File: src/rtl/pilha_rpn_pkg.sv
// Shared definitions for the parametrised RPN stack.
// Contents: opcode encodings, erro bit positions and the state encoding of
// the multiply sequencer used by pilha_rpn_parametrizada.
package pilha_rpn_pkg;

    localparam logic [2:0] OP_ADD  = 3'b000;
    localparam logic [2:0] OP_SUB  = 3'b001;
    localparam logic [2:0] OP_MUL  = 3'b010;
    localparam logic [2:0] OP_AND  = 3'b011;
    localparam logic [2:0] OP_OR   = 3'b100;
    localparam logic [2:0] OP_XOR  = 3'b101;
    localparam logic [2:0] OP_DUP  = 3'b110;
    localparam logic [2:0] OP_SWAP = 3'b111;

    // Bit positions inside the sticky erro vector.
    localparam int ERRO_OVERFLOW  = 0;
    localparam int ERRO_UNDERFLOW = 1;
    localparam int ERRO_COMANDO   = 2;

    typedef enum logic [1:0] {
        OCIOSO  = 2'b00,
        MULT    = 2'b01,
        ESCRITA = 2'b10
    } estado_mul_t;

endpackage

File: src/rtl/multiplicador_seq.sv
// Sequential shift-add multiplier, one multiplier bit per clock.
// Ports:
//   clk, rst      clock and asynchronous active-low reset
//   start         loads a and b and begins WIDTH iterations
//   a, b          operands (a is shifted left, b is scanned LSB first)
//   busy          high while iterations remain
//   done          high during the cycle of the final iteration, so the
//                 caller can change state on the same edge the product settles
//   produto       full 2*WIDTH-bit product, held once busy falls
module multiplicador_seq #(
    parameter int WIDTH = 8
) (
    input  logic                 clk,
    input  logic                 rst,
    input  logic                 start,
    input  logic [WIDTH-1:0]     a,
    input  logic [WIDTH-1:0]     b,
    output logic                 busy,
    output logic                 done,
    output logic [2*WIDTH-1:0]   produto
);

    localparam int CW = $clog2(WIDTH + 1);

    logic [2*WIDTH-1:0] acumulador;
    logic [2*WIDTH-1:0] multiplicando;
    logic [WIDTH-1:0]   multiplicador;
    logic [CW-1:0]      restantes;

    // NOTE: sequential state is always assigned with <= so every register
    // samples the pre-edge values of its neighbours.
    always_ff @(posedge clk or negedge rst) begin
        if (!rst) begin
            acumulador    <= '0;
            multiplicando <= '0;
            multiplicador <= '0;
            restantes     <= '0;
            busy          <= 1'b0;
        end else if (start) begin
            acumulador    <= '0;
            multiplicando <= {{WIDTH{1'b0}}, a};
            multiplicador <= b;
            restantes     <= CW'(WIDTH);
            busy          <= 1'b1;
        end else if (busy) begin
            if (multiplicador[0]) begin
                acumulador <= acumulador + multiplicando;
            end
            multiplicando <= multiplicando << 1;
            multiplicador <= multiplicador >> 1;
            restantes     <= restantes - CW'(1);
            if (restantes == CW'(1)) begin
                busy <= 1'b0;
            end
        end
    end

    assign done    = busy && (restantes == CW'(1));
    assign produto = acumulador;

endmodule

File: src/rtl/pilha_rpn_parametrizada.sv
// Parametrised RPN operand stack with ALU, sequential multiplier, DUP/SWAP,
// sticky error flags and a busy handshake.
// The stack is a shift register: entry 0 is the top, entry 1 the second, and
// unused entries are kept at zero so the display outputs read 0 naturally.
// Ports:
//   clk, rst                 clock, asynchronous active-low reset
//   entrada                  operand pushed on entrada_numero
//   operacao                 opcode sampled on entrada_operacao
//   entrada_numero           push strobe
//   entrada_operacao         operation strobe
//   limpar_erro              clears sticky erro (a same-cycle new error wins)
//   resultado, display_b     top of stack
//   display_a                second entry
//   contagem                 number of entries held
//   pilha_vazia/pilha_cheia  empty / full status
//   ocupado                  multiply in progress, all strobes rejected
//   flag_carry, flag_zero    status of the last result written to the top
//   erro                     sticky [0] overflow, [1] underflow, [2] rejected
// Build option: define PILHA_SATURACAO_EN to clamp ADD/MUL to all-ones and
// SUB to zero instead of wrapping.
module pilha_rpn_parametrizada
    import pilha_rpn_pkg::*;
#(
    parameter int WIDTH = 8,
    parameter int DEPTH = 8
) (
    input  logic                       clk,
    input  logic                       rst,
    input  logic [WIDTH-1:0]           entrada,
    input  logic [2:0]                 operacao,
    input  logic                       entrada_numero,
    input  logic                       entrada_operacao,
    input  logic                       limpar_erro,
    output logic [WIDTH-1:0]           resultado,
    output logic [WIDTH-1:0]           display_a,
    output logic [WIDTH-1:0]           display_b,
    output logic [$clog2(DEPTH+1)-1:0] contagem,
    output logic                       pilha_vazia,
    output logic                       pilha_cheia,
    output logic                       ocupado,
    output logic                       flag_carry,
    output logic                       flag_zero,
    output logic [2:0]                 erro
);

    localparam int CW = $clog2(DEPTH + 1);

    logic [WIDTH-1:0]   pilha [DEPTH];
    logic [CW-1:0]      contagem_q, contagem_prox;
    estado_mul_t        estado;

    logic               faz_push, faz_bin, faz_dup, faz_swap, inicia_mul, escreve_mul;
    logic [2:0]         novo_erro;
    logic               cheia;

    logic [WIDTH:0]     soma, diferenca;
    logic [WIDTH-1:0]   res_bin, res_mul;
    logic               carry_bin, mul_estouro;

    logic               mul_busy, mul_done;
    logic [2*WIDTH-1:0] produto;

    multiplicador_seq #(.WIDTH(WIDTH)) u_mult (
        .clk     (clk),
        .rst     (rst),
        .start   (inicia_mul),
        .a       (pilha[1]),
        .b       (pilha[0]),
        .busy    (mul_busy),
        .done    (mul_done),
        .produto (produto)
    );

    assign cheia       = (contagem_q == CW'(DEPTH));
    assign escreve_mul = (estado == ESCRITA);

    // Command decode: at most one action per cycle, otherwise an error bit.
    // NOTE: every signal driven here gets a default first, so no path leaves
    // it unassigned and no latch is inferred.
    always_comb begin
        faz_push   = 1'b0;
        faz_bin    = 1'b0;
        faz_dup    = 1'b0;
        faz_swap   = 1'b0;
        inicia_mul = 1'b0;
        novo_erro  = '0;
        if (estado != OCIOSO) begin
            if (entrada_numero || entrada_operacao) novo_erro[ERRO_COMANDO] = 1'b1;
        end else if (entrada_numero && entrada_operacao) begin
            novo_erro[ERRO_COMANDO] = 1'b1;
        end else if (entrada_numero) begin
            if (cheia) novo_erro[ERRO_OVERFLOW] = 1'b1;
            else       faz_push = 1'b1;
        end else if (entrada_operacao) begin
            case (operacao)
                OP_DUP: begin
                    if (contagem_q == '0) novo_erro[ERRO_UNDERFLOW] = 1'b1;
                    else if (cheia)       novo_erro[ERRO_OVERFLOW]  = 1'b1;
                    else                  faz_dup = 1'b1;
                end
                OP_SWAP: begin
                    if (contagem_q < CW'(2)) novo_erro[ERRO_UNDERFLOW] = 1'b1;
                    else                     faz_swap = 1'b1;
                end
                OP_MUL: begin
                    if (contagem_q < CW'(2)) novo_erro[ERRO_UNDERFLOW] = 1'b1;
                    else                     inicia_mul = 1'b1;
                end
                default: begin
                    if (contagem_q < CW'(2)) novo_erro[ERRO_UNDERFLOW] = 1'b1;
                    else                     faz_bin = 1'b1;
                end
            endcase
        end
    end

    always_comb begin
        contagem_prox = contagem_q;
        if (faz_push || faz_dup)          contagem_prox = contagem_q + CW'(1);
        else if (faz_bin || escreve_mul)  contagem_prox = contagem_q - CW'(1);
    end

    // Single-cycle ALU on A = second entry, B = top entry.
    assign soma      = {1'b0, pilha[1]} + {1'b0, pilha[0]};
    assign diferenca = {1'b0, pilha[1]} - {1'b0, pilha[0]};

    always_comb begin
        res_bin   = '0;
        carry_bin = 1'b0;
        case (operacao)
            OP_ADD: begin
                carry_bin = soma[WIDTH];
`ifdef PILHA_SATURACAO_EN
                res_bin   = soma[WIDTH] ? '1 : soma[WIDTH-1:0];
`else
                res_bin   = soma[WIDTH-1:0];
`endif
            end
            OP_SUB: begin
                carry_bin = diferenca[WIDTH];
`ifdef PILHA_SATURACAO_EN
                res_bin   = diferenca[WIDTH] ? '0 : diferenca[WIDTH-1:0];
`else
                res_bin   = diferenca[WIDTH-1:0];
`endif
            end
            OP_AND:  res_bin = pilha[1] & pilha[0];
            OP_OR:   res_bin = pilha[1] | pilha[0];
            OP_XOR:  res_bin = pilha[1] ^ pilha[0];
            default: res_bin = '0;
        endcase
    end

    assign mul_estouro = |produto[2*WIDTH-1:WIDTH];
`ifdef PILHA_SATURACAO_EN
    assign res_mul = mul_estouro ? '1 : produto[WIDTH-1:0];
`else
    assign res_mul = produto[WIDTH-1:0];
`endif

    // NOTE: the stack array is small and must read zero after reset (it drives
    // the displays), so it is reset along with the control registers.
    always_ff @(posedge clk or negedge rst) begin
        if (!rst) begin
            for (int i = 0; i < DEPTH; i++) pilha[i] <= '0;
            contagem_q  <= '0;
            pilha_vazia <= 1'b1;
            pilha_cheia <= 1'b0;
            flag_carry  <= 1'b0;
            flag_zero   <= 1'b0;
            erro        <= '0;
            ocupado     <= 1'b0;
            estado      <= OCIOSO;
        end else begin
            erro        <= (limpar_erro ? 3'b000 : erro) | novo_erro;
            contagem_q  <= contagem_prox;
            pilha_vazia <= (contagem_prox == '0);
            pilha_cheia <= (contagem_prox == CW'(DEPTH));

            case (estado)
                OCIOSO: begin
                    if (inicia_mul) begin
                        estado  <= MULT;
                        ocupado <= 1'b1;
                    end
                end
                MULT: begin
                    if (mul_done) estado <= ESCRITA;
                end
                ESCRITA: begin
                    estado  <= OCIOSO;
                    ocupado <= 1'b0;
                end
                default: estado <= OCIOSO;
            endcase

            if (faz_push || faz_dup) begin
                pilha[0] <= faz_push ? entrada : pilha[0];
                for (int i = 1; i < DEPTH; i++) pilha[i] <= pilha[i-1];
            end else if (faz_bin || escreve_mul) begin
                pilha[0] <= faz_bin ? res_bin : res_mul;
                for (int i = 1; i < DEPTH - 1; i++) pilha[i] <= pilha[i+1];
                pilha[DEPTH-1] <= '0;
            end else if (faz_swap) begin
                pilha[0] <= pilha[1];
                pilha[1] <= pilha[0];
            end

            if (faz_bin) begin
                flag_carry <= carry_bin;
                flag_zero  <= (res_bin == '0);
            end else if (escreve_mul) begin
                flag_carry <= mul_estouro;
                flag_zero  <= (res_mul == '0);
            end else if (faz_dup) begin
                flag_carry <= 1'b0;
                flag_zero  <= (pilha[0] == '0);
            end else if (faz_swap) begin
                flag_carry <= 1'b0;
                flag_zero  <= (pilha[1] == '0);
            end
        end
    end

    assign resultado = pilha[0];
    assign display_b = pilha[0];
    assign display_a = pilha[1];
    assign contagem  = contagem_q;

endmodule
File: config.mk
export PLATFORM = sky130hd
export DESIGN_NAME = pilha_rpn_parametrizada
export DESIGN_NICKNAME = d
export VERILOG_FILES = /design/src/rtl/pilha_rpn_pkg.sv /design/src/rtl/multiplicador_seq.sv /design/src/rtl/pilha_rpn_parametrizada.sv
export SDC_FILE = /design/constraint.sdc
export NUM_CORES = 1
export LEC_CHECK = 0
export CAP_MARGIN = 20
export CORE_ASPECT_RATIO = 0.8
export CORE_UTILIZATION = 27
export DETAILED_ROUTE_END_ITERATION = 10
export GPL_TIMING_DRIVEN = 1
export PLACE_DENSITY = 0.4
export SYNTH_ARGS = -nofsm -noshare
export SYNTH_HDL_FRONTEND = slang
export SYNTH_SLANG_ARGS = --single-unit
File: constraint.sdc
create_clock -name clk -period 4 [get_ports clk]
set_clock_uncertainty 0.05 [all_clocks]
set_input_delay 0.6 -clock clk [delete_from_list [all_inputs] [get_ports clk]]
set_output_delay 0.6 -clock clk [all_outputs]
set_load 0.02 [all_outputs]
Yosys cells after proc, flatten, opt, wreduce, memory -nomap -nowiden
Cells that the tools add are included.

cells by class
  $add $sub $neg = 6
  magnitude comparators = 1
  equality and inequality tests = 15
  muxes and demuxes = 76
  bitwise logic cells = 4
  reduce and logical (&&, ||, !) cells = 26

operators with widths
  operator                                                               number
  16-bit 2-to-1 mux                                                      7
  64-bit 2-to-1 mux                                                      1
  1-bit 2-to-1 mux                                                       49
  48-bit 2-to-1 mux                                                      1
  8-bit case mux with 5 select lines                                     1
  8-bit zero test                                                        4
  8-bit 2-to-1 mux                                                       4
  16-bit adder                                                           1
  4-bit 2-to-1 mux                                                       4
  3-bit equality test, second input constant                             4
  2-bit 2-to-1 mux                                                       5
  2-bit nonzero test                                                     5
  8-bit by 8-bit adder with 9-bit output                                 1
  8-bit by 8-bit subtractor with 9-bit output                            1
  8-bit bitwise AND                                                      1
  4-bit equality test, second input constant                             2
  4-bit zero test                                                        2
  8-bit bitwise OR                                                       1
  2-bit AND reduction                                                    4
  8-bit OR reduction                                                     1
  4-bit by 1-bit subtractor with 4-bit output, second input constant     2
  8-bit bitwise XOR                                                      1
  3-bit by 2-bit equality test with 1-bit output, second input constant  2
  2-bit != test, second input constant                                   3
  other kinds (17)                                                       21

word-level totals
  bits in registers = 123
  bits of input ports = 16
  output and inout port bits = 36
  logic and storage cells = 149

Depth between registers and ports, before layout
Gate-level depths: netlist of the first run.

  depth in word-level cells = 11
  gate-level depth with buffers = 10
  depth with buffers taken out = 10

Modules after synthesis
A second synthesis of the first run with hierarchy kept.

second synthesis, totals
  cell total of the unflattened synthesis = 886
  area total of the unflattened synthesis = 7,707.4 um2

by module, submodules not included
  module                   times used  cells an instance  area each (um2)  sequential area each (um2)
  pilha_rpn_parametrizada  1           589                4,963.5          1,953.1
  multiplicador_seq        1           297                2,743.9          1,126.1

Worst setup path before layout of the first run
No wires, ideal clock.

  path kind = register to register
  from = register pilha (netlist bit display_a[1])
  to = register flag_zero
  setup time = 0.095 ns
  arrival = 2.341 ns
  required time = 3.855 ns
  slack = 1.514 ns
  cell stages (with the launch flop) = 10
  path buffers = 0
  period minus slack after synthesis = 2.486 ns
  path through = dfrtp_1 -> inv_1 -> ha_1 -> a211oi_2 -> o31ai_1 -> a21o_1 -> a221o_1 -> a222oi_1 -> nand2_1 -> o31ai_1

on the way
  cells in the longest elaborated chain, start to end = 5
  elaborated cells on any way between the ends = 12
  those cells by class = add/sub: 2; mux: 5; bitwise: 3; reduce/logical: 2

RTL lines
  what                                                                                 line                            RTL
  start, declared                                                                      pilha_rpn_parametrizada.sv:48   logic [WIDTH-1:0] pilha [DEPTH];
  branches (longest 4 deep; another with 8-bit by 8-bit subtractor with 9-bit output)  n/a
  1-bit 2-to-1 mux *                                                                   pilha_rpn_parametrizada.sv:209  if (faz_bin) begin
  end signal, assigned                                                                 pilha_rpn_parametrizada.sv:211  flag_zero <= (res_bin == '0);
  end signal, assigned                                                                 pilha_rpn_parametrizada.sv:214  flag_zero <= (res_mul == '0);
  end signal, assigned                                                                 pilha_rpn_parametrizada.sv:217  flag_zero <= (pilha[0] == '0);
  end, declared                                                                        pilha_rpn_parametrizada.sv:42   output logic flag_zero,

Mark *: on every way between the ends. The select of a mux whose other input is x is not followed.
A chain may end at the register's enable or synchronous reset.

Final worst setup path of the first run
  from = register pilha (netlist bit display_a[0])
  to = register pilha (netlist bit display_b[4])

on the way
  cells in the longest elaborated chain, start to end = 5
  elaborated cells on any way between the ends = 6
  those cells by class = add/sub: 2; mux: 4

RTL lines
  what                                                                                                          line                                                            RTL
  8-bit by 8-bit subtractor with 9-bit output / 8-bit by 8-bit adder with 9-bit output (equally long branches)  pilha_rpn_parametrizada.sv:125, pilha_rpn_parametrizada.sv:124
  8-bit case mux with 5 select lines *                                                                          pilha_rpn_parametrizada.sv:130                                  case (operacao)
  8-bit 2-to-1 mux *                                                                                            pilha_rpn_parametrizada.sv:201                                  pilha[0] <= faz_bin ? res_bin : res_mul;
  16-bit 2-to-1 mux *                                                                                           pilha_rpn_parametrizada.sv:200                                  end else if (faz_bin || escreve_mul) begin
  64-bit 2-to-1 mux *                                                                                           pilha_rpn_parametrizada.sv:197                                  if (faz_push || faz_dup) begin

Every way passes the cells marked *; elsewhere a longest branch is shown, timed or not.

==> results of run 1 <==
[stage by stage]
stage                     instance area [um^2]  std cells  util (%)  setup slack [ps]
after CTS                                 8990       1264      32.8               966
after floorplan                           7590        860         -              1510
after global placement                    8410       1232      30.7               799
after global routing                      8990       1264      32.8               720
final                                     8990       1264      32.8               928
after detailed placement                  8410       1232      30.7               761
[critical path, cell delays in order (launching register included)]
cell      delay [ps]
dfrtp_1          430
inv_1            120
ha_1             240
fa_1             430
o21bai_1         240
a21oi_1          170
a221o_1          370
a222oi_1         410
nor2_1            70
a221oi_1         290
a21oi_1          120
[cell usage in the layout (no fill, tap or decap), drive strengths merged, types with 4 or more instances in the layout]
cell	netlist	routed
nand3	15	15
nor2b	12	12
xnor2	13	13
a21oi	41	41
mux2i	28	28
nand2b	14	14
a31oi	13	13
clkbuf	21	19
o221ai	6	6
buf	48	27
ha	44	44
clkinv	0	6
a22oi	41	41
clkdlybuf4s50	0	50
or4	4	4
nor3	14	14
o22ai	5	5
a222oi	6	6
a221o	4	4
or3	6	6
nor2	56	56
nand3b	4	4
inv	41	43
o211ai	5	5
nand2	168	168
o21ai	50	50
o31ai	9	9
dfrtp	122	122
nor4	11	11
[synth_stat cells, types with 3 or more instances]
library cell  instances
or3_1                 5
nand4_1               3
a221oi_1              3
mux2_2                3
a222oi_1              6
buf_1                 6
inv_1                41
mux2i_1              28
dfrtp_1             122
a221o_1               4
nand2b_1             14
nand3_1              15
o21a_1                3
nand3b_1              4
o221ai_1              6
a22oi_1              41
a21oi_1              40
o211ai_1              4
o31ai_1               9
fa_1                  3
and4_1                3
a31oi_1              13
nor2b_1              12
nor2_1               54
ha_1                 44
xnor2_1              13
o21ai_0              48
a21boi_0              3
nor4_1               11
buf_4                24
clkbuf_1             21
or4_1                 4
nand2_1             166
buf_2                18
and2_1                3
o22ai_1               5
nor3_1               13
[metal layers]
metal  up-vias  global-route usage, %
met1      3111                   27.9
met3        18                   3.21
met5         -                      0
met4         0                   5.53
li1       3083                      -
met2       144                   21.6
[registers in the layout, indices dropped and copies added (netlist names), 2 cells and up]
| name | flops |
|---|---|
| pilha | 48 |
| contagem | 4 |
| display_a | 8 |
| u_mult.restantes | 4 |
| u_mult.multiplicando | 16 |
| u_mult.produto | 16 |
| u_mult.multiplicador | 8 |
| display_b | 8 |
| erro | 3 |
| estado | 2 |
[logic make-up after synthesis]
kind of cell	after synthesis	share of synthesized area, %
AND/OR/NAND/NOR	319	19.4
AO/OA/AOI/OAI	215	19.2
flip-flops	123	40.6
buffers and inverters	110	6.93
adder cells (fa/ha/maj)	47	8.05
multiplexers	31	4.14
XOR/XNOR	15	1.73
[cell type report]
type / instances / area [um^2]
inverters: 41 / 154
clock buffers: 19 / 433
multi-input cells: 627 / 4000
fillers: 2880 / 18400
well taps: 364 / 455
clock inverters: 13 / 145
repair buffers: 77 / 719
flip-flops and latches: 123 / 3080
[power by group through the flow]
stage	logic [W]	clock network (W)	registers, W
global route	0.00388	0.00166	0.00242
finish	0.00347	0.00155	0.00234
global placement	0.00348	0	0.00236
CTS	0.00347	0.00161	0.00234
detailed placement	0.00344	0	0.00236
floorplan	0.00243	0	0.00223
[worst min path at each step]
stage                                     from  depth (start not counted)                                    to  slack, ps
final                                      rst                          1  u_mult.multiplicando[10]$_DFFE_PN0P_        190
after global routing                       rst                          1        u_mult.produto[10]$_DFFE_PN0P_        260
after CTS                                  rst                          1   u_mult.multiplicando[9]$_DFFE_PN0P_        230
after detailed placement  pilha[0]$_DFFE_PN0P_                          2                  pilha[8]$_DFFE_PN0P_        430
after global placement    pilha[7]$_DFFE_PN0P_                          2                 pilha[15]$_DFFE_PN0P_        430
after floorplan                            rst                          0                 contagem[0]$_DFF_PN0_        250
==> flow_summary.ini, run 1 <==
[run_status]
outcome = finished clean

[timing]
fin_setup_tns_ps = 0
final_hold_viol_count = 0
slew_headroom_pct = 33.7
fin_crit_ps = 3070
worst_slew_pin_slew_ps = 992
finalCritPeriodShare_pct = 76.8
whs_ps = 187
grt_setup_unrepaired = false
setup_viol_count_final = 0
clock.fmax_mhz = 325
slew_violations = 0

[logic_synthesis]
synth-edff-count = 0
synth_cells = 860
synth_ff_type = dfrtp_1
synth_area_per_cell_um2 = 8.82
yosysTopAreaCellShare_pct = 40.2
synth_nets = 923
yosysTopAreaCell = dfrtp_1
synthesis.area_um2 = 7590
yosys_warnings = 0
ys_types = 69
async_flop_share_pct = 100
yosysSeqAreaShare_pct = 40.6
ys_seq_elements = 123
synth.area.top_cells = dfrtp_1 (40%), nand2_1 (8.2%), ha_1 (7.3%)

[drt]
firstDrtPassIters = 7
ant_nets = 0
dr_total_vias = 6356
topRoutingLayerUsed = met4
drtIter0Drc = 441
route.detailed.drc = 0
wl_per_cell_um = 18.6
dr_wl_met2_um = 9130
wl_met3_um = 961
drt-met1-wl_um = 13200
routed_via_density = 5.03
finalWirelength_um = 23600

[final_layout]
area.growth.synth_to_final_pct = 18.5
drive_gt1_share_pct = 8.00
diodes = 0
nets = 950

[worst_setup_path]
crit_fanout = 3
end_kind = flop
worstPathRequired_ps = 4260
crit_start = display_a[0]$_DFFE_PN0P_
startpoint_type = flop
crit_type = reg2reg
arrival_ps = 3330
rr_startpoint = display_a[0]$_DFFE_PN0P_
reg2regPathDepth = 10
r2r_slack_ps = 930
r2r-end = display_b[4]$_DFFE_PN0P_
cp-endpoint = display_b[4]$_DFFE_PN0P_

[power_and_ir_drop]
total_power_w = 0.00736
combPwrFrac_pct = 47.2
p_leak_nw = 4.00
clkPwrFrac_pct = 21.1
pwr-share-seq_pct = 31.7
internal_power_w = 0.00412
p_sw_share_pct = 44.1
power.switching_w = 0.00324
peakVddDrop_mv = 0.353
powerDensity_nw_per_um2 = 819

[min_path]
min_path_type = in2async

[placement]
port-buffer-count = 51
place.gp.congestion = 0.901
place_hpwl_um = 16300

[cts]
cts_tree = built
post_cts_resized = 0
insertion_delay_ps = 430
hold_buffers = 0
cts_buffers = 17
cts_setup_buffers = 0
cts_sinks = 123
clockRootBuffer = clkbuf_16
htreeDepth = 4
clockBufferDepth = 2
path_clk_slew_ps = 60

[die]
die_w_um = 189
initial_utilization_pct = 27.7
io_pins = 52
die_h_um = 152
dieArea_um2 = 28800
row_count = 54
coreArea_um2 = 27400

[grt]
grt_pass1_vias = 6113
grt_pass1_wl_um = 37800
grt_max_degree = 85
overflow = 0
track_usage_pct = 17.1
antenna_found_initial = 0

[run]
cap_violations = 0
Note: power is estimated with default switching activity, not from simulation.
==> inputs of run 2 (changes only) <==
--- a/config.mk
+++ b/config.mk
@@ -10,7 +10,7 @@
 export CORE_UTILIZATION = 27
 export DETAILED_ROUTE_END_ITERATION = 10
 export GPL_TIMING_DRIVEN = 1
-export PLACE_DENSITY = 0.4
+export PLACE_DENSITY = 0.41
 export SYNTH_ARGS = -nofsm -noshare
 export SYNTH_HDL_FRONTEND = slang
 export SYNTH_SLANG_ARGS = --single-unit
==> constraint.sdc (replaced) <==
create_clock -name clk -period 2.7 [get_ports clk]
set_clock_uncertainty 0.05 [all_clocks]
set_input_delay 0.405 -clock clk [delete_from_list [all_inputs] [get_ports clk]]
set_output_delay 0.405 -clock clk [all_outputs]
set_load 0.02 [all_outputs]
==> run 2 against run 1 <==
- total power grew 62%
- clock power grew 63%
- routed wire length increased by 4.0%
- maximum frequency grew 14%
- sequential power up 42%
- combinational power rose by 75%
- via count increased by 4.4%
- die area did not move
- clock-buffer cell count down 2
- global-route usage is 0.32 points higher
- register-to-register slack got worse by 920 ps
==> flow_summary.ini, run 2 (same netlist as run 1, synthesis figures left out) <==
[die]
die_h_um = 152
die_w_um = 189
dieArea_um2 = 28800
io_pins = 52
coreArea_um2 = 27400
initial_utilization_pct = 27.7
row_count = 54

[final_layout]
drive_gt1_share_pct = 17.6
layout_commonest_cell = nand2_1
regMostFlops = pilha
nets = 1032
final_cell_mix = nand2_1 (166), dfrtp_1 (118), buf_4 (102), nor2_1 (53), clkdlybuf4s50_1 (50)
area.growth.synth_to_final_pct = 29.1
largest_register_ff_count = 48
diodes = 0

[worst_setup_path]
crit_fanout = 3
crit_path_top_delay_cell = dfrtp_2
cpPeakStageDelay_ps = 450
startpoint_type = flop
crit_family = compound AO/OA/AOI/OAI gates
crit_type = reg2reg
worstPathRequired_ps = 2960
end_kind = flop
arrival_ps = 2950
crit_buf_inv = 2
path_cells = ha_4 > fa_2 > a21oi_2 > o21ai_2 > a221o_1 > a222oi_1 > buf_4 > nor2_2 > a221oi_2 > buf_4 > a21oi_2

[timing]
fin_setup_tns_ps = 0
setup_viol_count_final = 0
whs_ps = 377
fin_crit_ps = 2690
worst_slack_ps = 6.17
final_hold_viol_count = 0
clock.fmax_mhz = 371
grt_setup_unrepaired = true
slew_headroom_pct = 58.4
finalCritPeriodShare_pct = 99.8
slew_violations = 0
worst_slew_pin_slew_ps = 618

[placement]
place_ws_ps = -167
place_hpwl_um = 17900
place.gp.congestion = 0.883
port-buffer-count = 51

[min_path]
min_path_type = in2async

[run]
cap_violations = 0

[power_and_ir_drop]
p_sw_share_pct = 42.1
powerDensity_nw_per_um2 = 1220
power.switching_w = 0.00501
pwr-share-seq_pct = 27.9
combPwrFrac_pct = 50.9
internal_power_w = 0.00690
peakVddDrop_mv = 0.578
clkPwrFrac_pct = 21.2
p_leak_nw = 4.45

[drt]
ant_nets = 0
finalWirelength_um = 24500
routed_via_density = 4.93
wl_per_cell_um = 18.2
drtIter0Drc = 520
firstDrtPassIters = 5
dr_total_vias = 6635
route.detailed.drc = 0

[grt]
antenna_found_initial = 0
track_usage_pct = 17.4
grt_max_degree = 71
grt_pass1_vias = 6500
overflow = 0
grt_pass1_wl_um = 38600

[cts]
clockRootBuffer = clkbuf_16
htreeDepth = 4
cts_buffers = 17
cts_sinks = 123
path_clk_slew_ps = 70
insertion_delay_ps = 430
cts_tree = built
clockBufferDepth = 2

[run_status]
outcome = finished clean
run 2: power groups by stage:
stage,registers (W),clock network (W),logic (W)
3_3_place_gp,0.00333,0,0.00588
6_report,0.00332,0.00253,0.00606
5_1_grt,0.00343,0.00266,0.00667
3_5_place_dp,0.00333,0,0.00584
2_1_floorplan,0.00330,0,0.00360
4_1_cts,0.00331,0.00259,0.00595
run 2: area by class of cell:
| cell class | instances | area [um^2] |
|---|---|---|
| inverter | 41 | 154 |
| tap | 364 | 455 |
| fill | 2848 | 17600 |
| timing repair buffer | 159 | 1390 |
| sequential | 123 | 3080 |
| multi-input combinational | 627 | 4070 |
| clock inverter | 15 | 213 |
| clock buffer | 17 | 425 |
run 2: path summary, 6_finish.rpt:
path / start / to / depth (start not counted) / slack [ps]
worst max-delay path: display_b[0]$_DFFE_PN0P_ / display_b[4]$_DFFE_PN0P_ / 11 / 6
worst min-delay path: rst / u_mult.multiplicando[6]$_DFFE_PN0P_ / 2 / 380
worst max register to register: display_b[0]$_DFFE_PN0P_ / display_b[4]$_DFFE_PN0P_ / 11 / 6
worst min register to register: pilha[6]$_DFFE_PN0P_ / pilha[14]$_DFFE_PN0P_ / 2 / 440
max in group asynchronous: rst / pilha_vazia$_DFF_PN1_ / 3 / 1470
min in group clk: pilha[6]$_DFFE_PN0P_ / pilha[14]$_DFFE_PN0P_ / 2 / 440
run 2: stage by stage:
| step | utilization, % | total power, W | std cells | instance area (um^2) |
|---|---|---|---|---|
| 4_1_cts | 35.5 | 0.0119 | 1343 | 9730 |
| 3_5_place_dp | 32.9 | 0.00916 | 1307 | 9020 |
| 2_1_floorplan | - | 0.00690 | 860 | 7590 |
| 5_1_grt | 35.7 | 0.0128 | 1346 | 9790 |
| 3_3_place_gp | 32.9 | 0.00921 | 1307 | 9020 |
| 6_report | 35.7 | 0.0119 | 1346 | 9790 |
run 2: repair_timing:
item                                    4_1_cts  5_1_grt
hold endpoints to repair                     29        0
pin swaps                                     5        6
setup buffers                                 3        3
hold buffers                                  1        0
gates resized for setup                       8       13
endpoints found under the setup margin        2        7
run 2: per-layer routing:
layer	vias up	GRT usage [%]	wire length, um	part of all wire, %
met3	17	3.23	1170	4.8
met2	145	23.6	9670	39
li1	3254	-	-	-
met4	0	4.61	304	1.2
met5	-	0	0	0
met1	3219	27.6	13300	54
